$ cat src/rtl/alu_op_div.sv
// alu_op_div: iterative unsigned restoring divider.
// Recovers X3 = F / d and R = F % d one quotient bit per clock, with
// valid/ready handshakes on both sides. A zero divisor skips the iteration
// and returns an all-ones quotient with the dividend as remainder.
module alu_op_div #(
  parameter int N = 10
) (
  input  logic         clk1,
  input  logic         rst,
  input  logic         in_valid,
  output logic         in_ready,
  input  logic [N-1:0] F,
  input  logic [N-1:0] d,
  output logic         out_valid,
  input  logic         out_ready,
  output logic [N-1:0] X3,
  output logic [N-1:0] R,
  output logic         div_zero
);

  localparam int CW = $clog2(N);

  typedef enum logic [1:0] {
    IDLE = 2'd0,
    CALC = 2'd1,
    DONE = 2'd2
  } state_t;

  state_t        state_reg;
  logic [CW-1:0] cnt_reg;
  // Partial remainder carries one spare bit so the shifted value never
  // overflows when the divisor has its MSB set.
  logic [N:0]    rem_reg;
  logic [N-1:0]  quo_reg;
  logic [N-1:0]  div_reg;

  logic [N+1:0]  rem_shift;
  logic [N+1:0]  trial;
  logic          trial_neg;
  logic [N:0]    rem_next;
  logic [N-1:0]  quo_next;

  // One restoring step: shift {rem, quo} left, try subtracting the divisor,
  // keep the difference only when it did not go negative.
  always_comb begin
    rem_shift = {rem_reg, quo_reg[N-1]};
    trial     = rem_shift - {2'b00, div_reg};
    trial_neg = trial[N+1];
    rem_next  = trial_neg ? rem_shift[N:0] : trial[N:0];
    quo_next  = {quo_reg[N-2:0], ~trial_neg};
  end

  // Control FSM with registered handshake and result outputs.
  always_ff @(posedge clk1) begin
    if (rst) begin
      state_reg <= IDLE;
      cnt_reg   <= '0;
      rem_reg   <= '0;
      quo_reg   <= '0;
      div_reg   <= '0;
      in_ready  <= 1'b1;
      out_valid <= 1'b0;
      X3        <= '0;
      R         <= '0;
      div_zero  <= 1'b0;
    end else begin
      case (state_reg)
        IDLE: begin
          if (in_valid) begin
            in_ready <= 1'b0;
            if (d != '0) begin
              quo_reg   <= F;
              div_reg   <= d;
              rem_reg   <= '0;
              cnt_reg   <= CW'(N - 1);
              div_zero  <= 1'b0;
              state_reg <= CALC;
            end else begin
              // Division by zero is answered immediately.
              X3        <= '1;
              R         <= F;
              div_zero  <= 1'b1;
              out_valid <= 1'b1;
              state_reg <= DONE;
            end
          end
        end
        CALC: begin
          rem_reg <= rem_next;
          quo_reg <= quo_next;
          cnt_reg <= cnt_reg - 1'b1;
          if (cnt_reg == '0) begin
            X3        <= quo_next;
            R         <= rem_next[N-1:0];
            out_valid <= 1'b1;
            state_reg <= DONE;
          end
        end
        DONE: begin
          // Result is held until downstream takes it.
          if (out_ready) begin
            out_valid <= 1'b0;
            in_ready  <= 1'b1;
            state_reg <= IDLE;
          end
        end
        default: begin
          state_reg <= IDLE;
          in_ready  <= 1'b1;
          out_valid <= 1'b0;
        end
      endcase
    end
  end

endmodule

$ cat config.mk
export PLATFORM = sky130hd
export DESIGN_NAME = alu_op_div
export DESIGN_NICKNAME = d
export VERILOG_FILES = /design/src/rtl/alu_op_div.sv
export SDC_FILE = /design/constraint.sdc
export NUM_CORES = 1
export LEC_CHECK = 0
export ABC_AREA = 1
export BUFFER_PORTS_ARGS = -buffer_cell sky130_fd_sc_hd__buf_2
export CORE_MARGIN = 10
export CORE_UTILIZATION = 30
export CTS_BUF_LIST = sky130_fd_sc_hd__clkbuf_16
export DETAILED_ROUTE_END_ITERATION = 10
export HOLD_SLACK_MARGIN = 0.1
export SETUP_SLACK_MARGIN = 0.15
export SYNTH_ARGS = -nofsm -noshare
export SYNTH_HDL_FRONTEND = slang
export SYNTH_SLANG_ARGS = --single-unit
$ cat constraint.sdc
create_clock -name clk1 -period 2.9 [get_ports clk1]
set_input_delay 0.435 -clock clk1 [delete_from_list [all_inputs] [get_ports clk1]]
set_output_delay 0.435 -clock clk1 [all_outputs]
set_load 0.005 [all_outputs]
# Word level (Yosys, flattened, before mapping)
# Index checks and enable logic that the tools add are counted.
# totals
regBits,60
input_bits,24
wordCells,64
# op_classes
add_sub_neg,2
eq_ne,7
n_mux,32
n_bitwise,2
n_reduce_logical,11
# ops
operator,n
two-way mux 10 bit,8
one-hot mux 10 bit (2 select lines),3
two-way mux 11 bit,3
one-hot mux 11 bit (2 select lines),1
AND reduction 3 bit,4
subtractor 12 x 10 -> 12 bit,1
!= test 2 bit (second input constant),5
nonzero test 10 bit,1
two-way mux 2 bit,4
two-way mux 4 bit,2
one-hot mux 4 bit (2 select lines),1
AND reduction 4 bit,2
two-way mux 1 bit,7
one-hot mux 1 bit (3 select lines),2
one-hot mux 2 bit (3 select lines),1
zero test 4 bit,1
subtractor 4 x 1 -> 4 bit (second input constant),1
equality test 2 x 1 -> 1 bit (second input constant),1
equality test 2 bit (second input constant),1
zero test 2 bit,1
inverter 1 bit,2
AND reduction 2 bit,1
nonzero test 2 bit,1

# Longest topological paths before layout
# depth
ltp_word,4
depth_mapped,15
ltp_nobuf,14

# Worst setup path before layout
# OpenSTA, ideal clock, no wires.
# synth_timing
kind,register to register
start,reg quo_reg[9]
end,reg rem_reg[8]
setup_ns,0.109
arrival_time_ns,1.646
required_ns,2.791
path_slack_ns,1.145
path_stages_with_launch,12
n_path_buf,0
synth_period_minus_slack_ns,1.755
path_cell_list,dfxtp_1 > inv_1 > ha_1 > fa_1 > o21bai_1 > nand2_1 > nand3_1 > nand2_1 > nand3_2 > nand3_1 > nand2_1 > inv_1
# synth_via
elab_chain_cells,3
# synth_rtl
element,line_no,source
"start, declared",34,logic [N-1:0] quo_reg;
"start signal, assigned",90,quo_reg <= quo_next;
subtractor 12 x 10 -> 12 bit,47,"trial = rem_shift - {2'b00, div_reg};"
two-way mux 11 bit,49,rem_next = trial_neg ? rem_shift[N:0] : trial[N:0];
one-hot mux 11 bit (2 select lines),67,case (state_reg)
"end signal, assigned",89,rem_reg <= rem_next;
"end, declared",33,logic [N:0] rem_reg;
# Every way passes these cells.
# A chain may end at the register's enable or synchronous reset.

# Final worst setup path
# layout_timing
start,reg rem_reg[5]
end,reg rem_reg[9]
# layout_via
elab_chain_cells,3
# layout_rtl
element,line_no
subtractor 12 x 10 -> 12 bit,47
two-way mux 11 bit,49
one-hot mux 11 bit (2 select lines),67
# Every way passes these cells.

==> results.md <==
* Outcome: finished clean
* DRC at 0
* Number of global-route vias before repair at 3,189
* Vias per inst at 4.791
* Core ar. at 11,370 µm²
* Grt ovf at 0
* Leakage dissipation at 1.980 nW
* Logic pwr share at 32.9%
* Row count at 39
* Fin crit period at 2.125 ns
* Ports at 47
* GR Util met1 at 13.23%
* Crit share post-route at 73.28%
* Final Hold Vio Count at 0
* H-tree depth at 3
* Per-cell routed wire length at 13.43 µm
* Buffers & Inverters on Critical Path at 2
* Slew Viols, Final at 0
* Cell internal pwr at 1.948 mW
* DR vias at 3,263
* Mapped Cells at 495
* Worst path required time at 3.17 ns
* Post-layout nets at 570
* Initial core utilization at 30.40%
* Startpoint types: flop
* TritonCTS clock tree: built
* Die width at 127.3 µm
* Flops & latches, synth at 60
* CP Class: reg -> reg
* Maximum vdd ir drop at 0.2664 mV
* Setup bufs post-CTS at 0
* Largest net degree at the start of global routing at 33
* Critical path arrival at 2.39 ns
* Fin Setup TNS at 0 ns
* Area leader, netlist: dfxtp_1
* Initial antenna violation count at 0
* Clock tree buffer depth at 2
* Most frequent cells in the layout: nand2_1, inv_1, dfxtp_1
* Delay-heaviest family, CP: simple AND/OR/NAND/NOR gates
* Yosys warnings at 0
* Syn-to-layout area delta at 16.40%
* Final WL at 9143 µm
* Die ar. at 16,210 µm²
* Die Y at 127.3 µm
* Yosys cell types at 37
* CP max-delay cell: ha_1
* Buffers on Ports at 46
* Post-synth top area share at 34.76%
* Routed Antenna Nets at 0
* Dpl cell area at 3739 µm²
* First-iteration detailed-routing DRC count at 126
* Cells after DPL at 665
* RePlAce Congestion at 0.8561
* Hold buffers post-CTS at 0
* RSZ-0062 raised after global routing: false
* Most common cell after layout, fill and taps aside: nand2_1
* Post-Syn Area at 3456 µm²
* CP max stage delay at 0.40 ns
* Final Cell Area at 4023 µm²
* P_sw at 1.131 mW
* Fmax at 0.4706 GHz
* Worst-Skew Late Latency at 0.33 ns
* Final Core Density at 35.38%
* Most Crowded Layer GR: met2
* Clock Sinks at 60
* First-pass GRT wire length at 15,390 µm
* Worst slew pin tran at 0.7978 ns
* Fin Clk Skew at 0.005789 ns
* CP Cell Sequence: ha_1 > nand2_1 > inv_2 > nand2_1 > nor2_1 > nand2_1 > nand3_1 > nand2_1 > nand2_1 > nand3_1 > nand3_1 > nand2_1 > inv_1
* Cts bufs inserted at 9
* Sw frac at 36.74%
* Largest fanout on the critical path at 11
* TritonRoute pass-1 iters at 4
* Cell Count, Final, Fillers Out at 681
* Layout cells sized above 1 at 21.38%
* Top cell by count, worst path: nand2_1
* Number of gates resized after CTS at 0
* Critical Path Sink Type: flop
* Synth Net Count at 532
* Clock-pin slew on the worst setup and hold paths at 0.05 ns
* Sequential share of the synthesized area at 34.76%
* GRT Total Usage at 11.50%
* P per Cell Area at 765.6 nW/µm²
* Number of max-cap violations at 0
* Slew HR at 46.75%
* Hold WS at 0.3920 ns
* Met2 Use GR at 19.16%
* Top cells by area, synth: dfxtp_1, nand2_1, nand3_1
* Number of diodes at 0
* Sequential power share at 33.7%
* CTS Root Cell: clkbuf_16
* Final setup vio count at 0
* Dpl hpwl at 6955 µm
* Max reg flops at 11
* Mean post-synth cell area at 6.981 µm²
* Clk network pwr share at 33.4%
* M3 GR Usage at 3.019%
* Worst min path class: in -> reg
-- path summary, 6_finish.rpt --
kind                                 start  slack [ns]          to  cells after the start
worst max-delay path            rem_reg[5]        0.77  rem_reg[9]                     13
worst min-delay path                  d[0]        0.39  div_reg[0]                      3
worst max register to register  rem_reg[5]        0.77  rem_reg[9]                     13
worst min register to register  div_reg[4]        0.46  div_reg[4]                      2
-- cell usage after synthesis --
cell / instances
xnor2_1: 1
nor2_2: 19
o21ai_0: 12
xor2_1: 2
a21oi_1: 34
nand3b_1: 2
o211ai_2: 1
inv_1: 62
inv_2: 6
o21ai_1: 19
buf_4: 2
or2_2: 1
buf_1: 1
a21oi_2: 9
a31oi_1: 10
nand3_4: 1
nand4_1: 6
fa_1: 1
nand2_2: 1
nand2_4: 1
o31ai_1: 1
o21a_1: 1
nand3_1: 49
nor2_4: 3
dfxtp_1: 60
inv_4: 1
clkbuf_1: 7
clkbuf_2: 1
o21ai_2: 1
nand3_2: 9
nand2_1: 128
buf_2: 6
ha_1: 12
o21bai_1: 1
buf_6: 5
nor2_1: 18
buf_12: 1
-- power by group through the flow --
stage               Combinational [mW]  Sequential [mW]  Clock, mW
CTS                               1.02             1.04       1.05
finish                            1.01             1.04       1.03
global placement                  1.01             1.05          0
floorplan                        0.824             1.04          0
global route                      1.16             1.05       1.09
detailed placement                1.02             1.05          0
-- area by class of cell --
cell class	instances	area (µm²)
clock inverters	7	58.81
clock buffers	9	225.2
inverters	69	261.5
fillers	1233	7347
repair buffers	50	260.3
flip-flops and latches	60	1201
multi-input cells	343	1837
well taps	143	178.9
-- through the flow --
stage / total power [mW] / worst slack (ns)
finish: 3.080 / 0.7749
global route: 3.295 / 0.6061
CTS: 3.108 / 0.7866
detailed placement: 2.071 / 0.8042
global placement: 2.059 / 0.8423
floorplan: 1.862 / 1.145
-- worst reg2reg max path, cell delays in order (launching register included) --
cell     delay [ns]
dfxtp_1        0.37
ha_1           0.41
nand2_1        0.11
inv_2          0.07
nand2_1        0.05
nor2_1         0.10
nand2_1        0.09
nand3_1        0.10
nand2_1        0.05
nand2_1        0.32
nand3_1        0.17
nand3_1        0.11
nand2_1        0.05
inv_1          0.07
-- cell families (layout without fill, tap and decap cells) --
kind of cell | count (synthesis) | count (layout) | synth area share [%]
buf+inv | 92 | 135 | 12.09
simple gates | 238 | 238 | 32.69
fa+ha+maj | 13 | 13 | 4.924
xor+xnor | 3 | 3 | 0.7605
flops | 60 | 60 | 34.76
compound gates | 89 | 89 | 14.77
-- metal layers --
layer	up-vias	wire length (µm)
met5	-	0
met4	0	255
met2	76	4521
li1	1682	-
met1	1488	3954
met3	17	412
(Power assumes the default switching activity.)
